### config.mk
export PLATFORM = sky130hd
export DESIGN_NAME = stencil_window_gen
export DESIGN_NICKNAME = d
export VERILOG_FILES = /design/src/rtl/stencil_pkg.sv /design/src/rtl/stencil_col_shift.sv /design/src/rtl/stencil_window_gen.sv
export SDC_FILE = /design/constraint.sdc
export NUM_CORES = 1
export LEC_CHECK = 0
export CORE_UTILIZATION = 30
export DETAILED_ROUTE_END_ITERATION = 10
export SYNTH_ARGS = -nofsm -noshare
export SYNTH_HDL_FRONTEND = slang
export SYNTH_SLANG_ARGS = --single-unit
### constraint.sdc
create_clock -name clock -period 48.1 [get_ports clock]
set_clock_uncertainty 0.15 [all_clocks]
set_input_delay 9.62 -clock clock [delete_from_list [all_inputs] [get_ports clock]]
set_output_delay 9.62 -clock clock [all_outputs]
set_load 0.01 [all_outputs]
### src/rtl/stencil_pkg.sv
// Shared types, default sizes and packing helpers for the stencil window generator.
package stencil_pkg;

  typedef enum logic {
    RUN   = 1'b0,
    FLUSH = 1'b1
  } state_t;

  localparam int DEF_BW      = 32;
  localparam int DEF_ST      = 3;
  localparam int DEF_COLUMNS = 6;

  // Width of a column index: $clog2(columns), but never narrower than 1 bit.
  function automatic int calc_cw(input int columns);
    int w;
    w = $clog2(columns);
    return (w < 1) ? 1 : w;
  endfunction

  // Bit offset of word k of window column j in the packed window.
  function automatic int win_idx(input int j, input int k, input int st, input int bw);
    return (j * st + k) * bw;
  endfunction

endpackage

### src/rtl/stencil_col_shift.sv
// ST-deep column shift register holding one stencil window. A new column
// enters at j=ST-1 and column 0 falls out. o_next_window exposes the
// post-shift window so the caller can capture it in the same cycle.
module stencil_col_shift
  import stencil_pkg::*;
#(
  parameter int BW = DEF_BW,
  parameter int ST = DEF_ST
) (
  input  logic                clock,
  input  logic                reset,
  input  logic                i_shift,
  input  logic                i_zero,
  input  logic                i_clear,
  input  logic [BW*ST-1:0]    i_col,
  output logic [BW*ST*ST-1:0] o_next_window
);

  localparam int COL_W = BW * ST;

  logic [BW*ST*ST-1:0] r_window;
  logic [BW*ST*ST-1:0] w_shifted;
  logic [COL_W-1:0]    w_in_col;

  assign w_in_col = i_zero ? '0 : i_col;

  // Every column moves one slot towards j=0.
  for (genvar j = 0; j < ST - 1; j++) begin : g_move
    assign w_shifted[win_idx(j, 0, ST, BW) +: COL_W] = r_window[win_idx(j + 1, 0, ST, BW) +: COL_W];
  end
  assign w_shifted[win_idx(ST - 1, 0, ST, BW) +: COL_W] = w_in_col;

  assign o_next_window = w_shifted;

  // Window storage: clear wins over shift, so a flush can end on an empty window.
  // NOTE: sequential state uses non-blocking assignments so every register samples pre-edge values.
  always_ff @(posedge clock or posedge reset) begin
    if (reset) begin
      r_window <= '0;
    end else if (i_clear) begin
      r_window <= '0;
    end else if (i_shift) begin
      r_window <= w_shifted;
    end
  end

endmodule

### src/rtl/stencil_window_gen.sv
// Sliding-window generator: accepts ST-word columns and emits full ST x ST
// windows through a single registered output slot with backpressure.
// PAD_MODE=1 adds zero-padded edge windows via a short FLUSH phase per row.
module stencil_window_gen
  import stencil_pkg::*;
#(
  parameter int BW       = DEF_BW,
  parameter int ST       = DEF_ST,
  parameter int COLUMNS  = DEF_COLUMNS,
  parameter int PAD_MODE = 0,
  localparam int CW      = calc_cw(COLUMNS)
) (
  input  logic                clock,
  input  logic                reset,
  input  logic                io_in_valid,
  output logic                io_in_ready,
  input  logic [BW*ST-1:0]    io_in_data,
  output logic                io_out_valid,
  input  logic                io_out_ready,
  output logic [BW*ST*ST-1:0] io_out_data,
  output logic [CW-1:0]       io_out_col,
  output logic                io_out_last
);

  localparam int H   = (ST - 1) / 2;
  localparam int HM1 = (H > 0) ? H - 1 : 0;
  localparam bit DO_FLUSH = (PAD_MODE != 0) && (H > 0);

  // First column of a row whose acceptance yields a window.
  localparam logic [CW-1:0] L_FIRST       = CW'((PAD_MODE != 0) ? H : ST - 1);
  localparam logic [CW-1:0] L_H           = CW'(H);
  localparam logic [CW-1:0] L_HM1         = CW'(HM1);
  localparam logic [CW-1:0] L_LAST_COL    = CW'(COLUMNS - 1);
  localparam logic [CW-1:0] L_FLUSH_BASE  = CW'(COLUMNS - H);
  localparam logic [CW-1:0] L_LAST_CENTRE = CW'((PAD_MODE != 0) ? COLUMNS - 1 : COLUMNS - 1 - H);

  state_t              r_state;
  logic [CW-1:0]       r_col;
  logic [CW-1:0]       r_flush_cnt;
  logic                r_out_valid;
  logic [BW*ST*ST-1:0] r_out_data;
  logic [CW-1:0]       r_out_col;
  logic                r_out_last;

  logic                w_can_produce;
  logic                w_accept;
  logic                w_flush_step;
  logic                w_flush_done;
  logic                w_run_emit;
  logic                w_produce;
  logic [CW-1:0]       w_centre;
  logic [BW*ST*ST-1:0] w_next_window;

  // The slot can take a new window if it is empty or being drained this cycle.
  assign w_can_produce = !r_out_valid || io_out_ready;
  assign io_in_ready   = (r_state == RUN) && w_can_produce;
  assign w_accept      = io_in_valid && io_in_ready;
  assign w_flush_step  = (r_state == FLUSH) && w_can_produce;
  assign w_flush_done  = w_flush_step && (r_flush_cnt == L_HM1);
  assign w_run_emit    = w_accept && (r_col >= L_FIRST);
  assign w_produce     = w_run_emit || w_flush_step;
  assign w_centre      = (r_state == FLUSH) ? (L_FLUSH_BASE + r_flush_cnt) : (r_col - L_H);

  stencil_col_shift #(
    .BW (BW),
    .ST (ST)
  ) u_col_shift (
    .clock         (clock),
    .reset         (reset),
    .i_shift       (w_accept || w_flush_step),
    .i_zero        (r_state == FLUSH),
    .i_clear       (w_flush_done),
    .i_col         (io_in_data),
    .o_next_window (w_next_window)
  );

  // Row/flush sequencing plus the registered output slot.
  // NOTE: the output data register is reset as well, because the outputs must read zero during reset.
  always_ff @(posedge clock or posedge reset) begin
    if (reset) begin
      r_state     <= RUN;
      r_col       <= '0;
      r_flush_cnt <= '0;
      r_out_valid <= 1'b0;
      r_out_data  <= '0;
      r_out_col   <= '0;
      r_out_last  <= 1'b0;
    end else begin
      case (r_state)
        RUN: begin
          if (w_accept) begin
            if (r_col == L_LAST_COL) begin
              r_col <= '0;
              if (DO_FLUSH) begin
                r_state     <= FLUSH;
                r_flush_cnt <= '0;
              end
            end else begin
              r_col <= r_col + 1'b1;
            end
          end
        end
        FLUSH: begin
          if (w_flush_step) begin
            if (w_flush_done) begin
              r_state <= RUN;
            end else begin
              r_flush_cnt <= r_flush_cnt + 1'b1;
            end
          end
        end
        default: r_state <= RUN;
      endcase

      // A produce overrides a concurrent fire, so back-to-back windows leave no bubble.
      if (w_produce) begin
        r_out_valid <= 1'b1;
        r_out_data  <= w_next_window;
        r_out_col   <= w_centre;
        r_out_last  <= (w_centre == L_LAST_CENTRE);
      end else if (io_out_ready) begin
        r_out_valid <= 1'b0;
      end
    end
  end

  assign io_out_valid = r_out_valid;
  assign io_out_data  = r_out_data;
  assign io_out_col   = r_out_col;
  assign io_out_last  = r_out_last;

endmodule
**Word-level counts from Yosys, hierarchy flattened**

Index checks and enable logic that the tools add are counted.

- Input bits: 100
- Register bits: 588
- Logic and storage cells: 41
- Output and inout port bits: 294

- Bitwise gates (word level): 2
- Reduce and logical (&&, ||, !) cells: 14
- Mux-type cells: 10
- Magnitude comparators: 1
- Add/sub/neg operators: 4
- Equality and inequality tests: 2

Operators with widths:

| cell | count |
|---|---|
| two-way mux 288 bit | 2 |
| two-way mux 96 bit | 1 |
| adder 3 x 1 -> 3 bit, second input constant | 2 |
| == test 3 bit, second input constant | 2 |
| two-way mux 3 bit | 2 |
| logical AND 1 bit | 5 |
| two-way mux 1 bit | 5 |
| nonzero test 2 bit | 2 |
| adder 3 bit, first input constant | 1 |
| greater-or-equal comparator 3 x 2 -> 1 bit, second input constant | 1 |
| logical NOT 3 bit | 1 |
| logical OR 1 bit | 3 |
| AND reduction 3 bit | 1 |
| subtractor 3 x 1 -> 3 bit, second input constant | 1 |
| inverter 1 bit | 2 |
| AND reduction 2 bit | 1 |
| logical NOT 1 bit | 1 |

**Logic depth before layout (Yosys ltp)**

- Word-level depth: 7
- Gate-level depth with buffers: 8
- Depth with buffers taken out: 5

**Hierarchy**

From an unflattened synthesis, not the netlist that was laid out.

- Cells, all modules: 1519
- Area total of the unflattened synthesis: 20643.5 µm²

Modules (own cells, without submodules):

| module | area each (µm²) | cells each | times used | seq. area each (µm²) |
|---|---|---|---|---|
| stencil_window_gen | 11695.0 | 676 | 1 | 7507.2 |
| stencil_col_shift | 8948.6 | 843 | 1 | 4804.6 |

**Worst setup path after synthesis**

Ideal clock, no wire load.

- Path kind: in2out
- Start: in io_out_ready
- End: out io_in_ready
- Data arrival time: 10.352 ns
- Path slack: 27.978 ns
- Buffers on the path: 2
- Stages on the path: 4
- Data required time: 38.330 ns
- Cells stage by stage: nor2b_1 > buf_2 > clkbuf_1 > nor2_1

- Longest elaborated chain between the ends: 2

RTL lines:

| item | line | source |
|---|---|---|
| start, declared | stencil_window_gen.sv:19 | `input logic io_out_ready,` |
| logical OR 1 bit | stencil_window_gen.sv:55 | `assign w_can_produce = !r_out_valid \|\| io_out_ready;` |
| logical AND 1 bit | stencil_window_gen.sv:56 | `assign io_in_ready = (r_state == RUN) && w_can_produce;` |
| end, declared | stencil_window_gen.sv:16 | `output logic io_in_ready,` |

Every way passes these cells.

**Worst setup path in the final report**

Same ends and word-level chain as after synthesis.

==> results_dict.tcl <==
set metrics [dict create \
    setup.worst_path.class "in -> out" \
    synth_fp_nets 1455 \
    yosysTopAreaCell "dfrtp_1" \
    ioPinCount 394 \
    reg2reg_from "r_state$_DFF_PP0_" \
    post-route-period-util 0.4469 \
    max_slew_margin 0.2058 \
    crit_start "io_out_ready" \
    worstSetupStartpointType "input pin" \
    row_count 93 \
    grt_setup_unrepaired "no" \
    crit_fanout 37 \
    drive_gt1_frac 0.1859 \
    setup_ws_ns 26.60 \
    period_needed_ns 21.50 \
    use_met1 0.2229 \
    final_area_um2 26170 \
    drtIter0Drc 680 \
    final_cells 2587 \
    ctsLongestPathBuffers 3 \
    setup_viol 0 \
    vias 12870 \
    placed_area_um2 24040 \
    grt_pass1_wl_um 87000 \
    timing.critical_path.buf_inv 2 \
    met3_usage 0.03367 \
    status "completed" \
    post-route-util 0.4053 \
    path_cells "clkdlybuf4s50_1 > nor2b_4 > nor2_1 > clkdlybuf4s50_1" \
    start_util 0.3038 \
    clk_pin_slew_worst_paths_ns 0.06 \
    cpLargestDelayFamily "buffers and inverters" \
    crit_top_cell "clkdlybuf4s50_1" \
    synth-seq-area-share 0.6274 \
    diodes 0 \
    cts_root_buf "clkbuf_16" \
    drt_first_pass_iters 5 \
    route.detailed.wl_per_inst_um 21.46 \
    place.gp.congestion 0.7719 \
    crit_required_ns 38.33 \
    fin_nets 1794 \
    whs_ns 0.3385 \
    syn_area_um2 19620 \
    place_ws_ns 26.58 \
    maxCapViolations 0 \
    p_total_mw 1.888 \
    hold_viol_final 0 \
    grt_max_degree 141 \
    clk_latency_ns 0.60 \
    slew_viol_final 0 \
    hp-class "reg -> reg" \
    coreArea_um2 64580 \
    antenna_left 0 \
    ctsHoldBuffers 0 \
    cts_inserted_buffers 54 \
    cpMaxStageDelayCell "nor2b_4" \
    cts_resized 0 \
    yosys-top-cells-area "dfrtp_1, mux2_4, a32o_1, a22o_1, o21ai_0" \
    max_freq_mhz 46.52 \
    htreeDepth 2 \
    cp-end-kind "output pin" \
    syn_avg_cell_area_um2 14.55 \
    synth_top_area_share 0.6274 \
    total_leakage_power_nw 11.61 \
    synth_seq_cells 492 \
    grt-ovfl-total 0 \
    area_growth_pct 33.39 \
    power_density_nw_per_um2 72.13 \
    hpwl_um 34380 \
    use_met2 0.2716 \
    netlist_instances 1349 \
    routed_wl_um 55520 \
    synth_edf_count 0 \
    cts_tree "done" \
    track_usage 0.1666 \
    grt_pass1_vias 13670 \
    postCtsSetupBuffers 0 \
    clock_sink_count 492 \
    top_usage_layer "met2" \
    die_w_um 257.8 \
    cpPeakStageDelay_ns 0.81 \
    synthFlopType "dfrtp_1" \
    yosysMostFrequentCell "dfrtp_1" \
    async_flop_share 1.000 \
    hold_start "io_out_data[199]$_DFFE_PP0P_" \
    fin_tns_setup_ns 0 \
    tightestPinTransition_ns 1.191 \
    numPlacedInstances 2487 \
    antenna_found_initial 1 \
    ys_types 36 \
    vdd_ir_drop_max_mv 0.03272 \
    drc 0 \
    fp.dieArea_um2 66440 \
    cp.arrival_ns 11.73 \
    vias_per_cell 4.974 \
    die_y_um 257.8 \
    io_buffers 393 \
    synth_common_cells "dfrtp_1, mux2_4, o21ai_0" \
    ys_warn_count 0 \
]
power by group:
part           internal, mW  switching (mW)
clock                 0.314           0.176
combinational         0.413           0.298
sequential            0.581           0.106
placed cells by master, fill, tap and decap left out, drive strengths merged, types with 3 or more instances in the layout:
cell type / Yosys / routed
mux2: 197 / 197
a22o: 96 / 96
buf: 69 / 19
mux2i: 3 / 3
nand2: 4 / 4
inv: 7 / 13
a32o: 96 / 96
dfrtp: 492 / 492
clkbuf: 60 / 72
nor2: 5 / 5
o21ai: 99 / 99
clkdlybuf4s50: 0 / 393
clkinv: 0 / 3
bufinv: 0 / 16
ha: 6 / 6
o31ai: 3 / 3
nand3: 98 / 98
clkinvlp: 0 / 3
a21oi: 97 / 97
registers in the layout (all words and copies together), names as in the netlist:
| signal | cells |
|---|---|
| io_out_col | 3 |
| io_out_data | 288 |
| io_out_last | 1 |
| io_out_valid | 1 |
| r_col | 3 |
| r_flush_cnt | 3 |
| r_state | 1 |
| u_col_shift.r_window | 192 |
path summary, 6_finish.rpt:
kind	to	slack [ns]	depth (start not counted)
max in group asynchronous	u_col_shift.r_window[114]$_DFFE_PP0P_	35.18	5
hold reg to reg	io_out_data[199]$_DFFE_PP0P_	0.34	1
setup reg to reg	io_out_data[129]$_DFFE_PP0P_	44.09	5
setup / recovery	io_in_ready	26.60	4
min in group asynchronous	io_out_data[189]$_DFFE_PP0P_	9.46	2
hold / removal	io_out_data[199]$_DFFE_PP0P_	0.34	1
kinds of logic after synthesis:
| group | Yosys count | share of synthesized area |
|---|---|---|
| buf+inv | 136 | 0.04240 |
| simple gates | 117 | 0.03080 |
| mux | 200 | 0.1494 |
| flops | 492 | 0.6274 |
| compound gates | 395 | 0.1448 |
| fa+ha+maj | 6 | 0.003826 |
| xor+xnor | 3 | 0.001339 |
worst register-to-register path: stages, from the launching register on:
cell and delay (ns):
dfrtp_1 0.63, nor2_4 0.18, buf_4 0.79, or3_4 0.80
buf_12 0.65, mux2_4 0.68
area by class of cell:
cell class                 instances  area (um^2)
fill                            5902        38410
sequential                       492        12310
multi-input combinational        721         6534
timing repair buffer             412         4089
clock buffer                      72         1560
tap                              855         1070
clock inverter                    28        575.6
inverter                           7        33.78
per-layer routing:
layer	part of all wire	wire length (um)
met5	0.00016	9
met1	0.44	24360
met4	0.026	1425
met2	0.49	27080
met3	0.048	2640
Note: power is estimated with default switching activity, not from simulation.
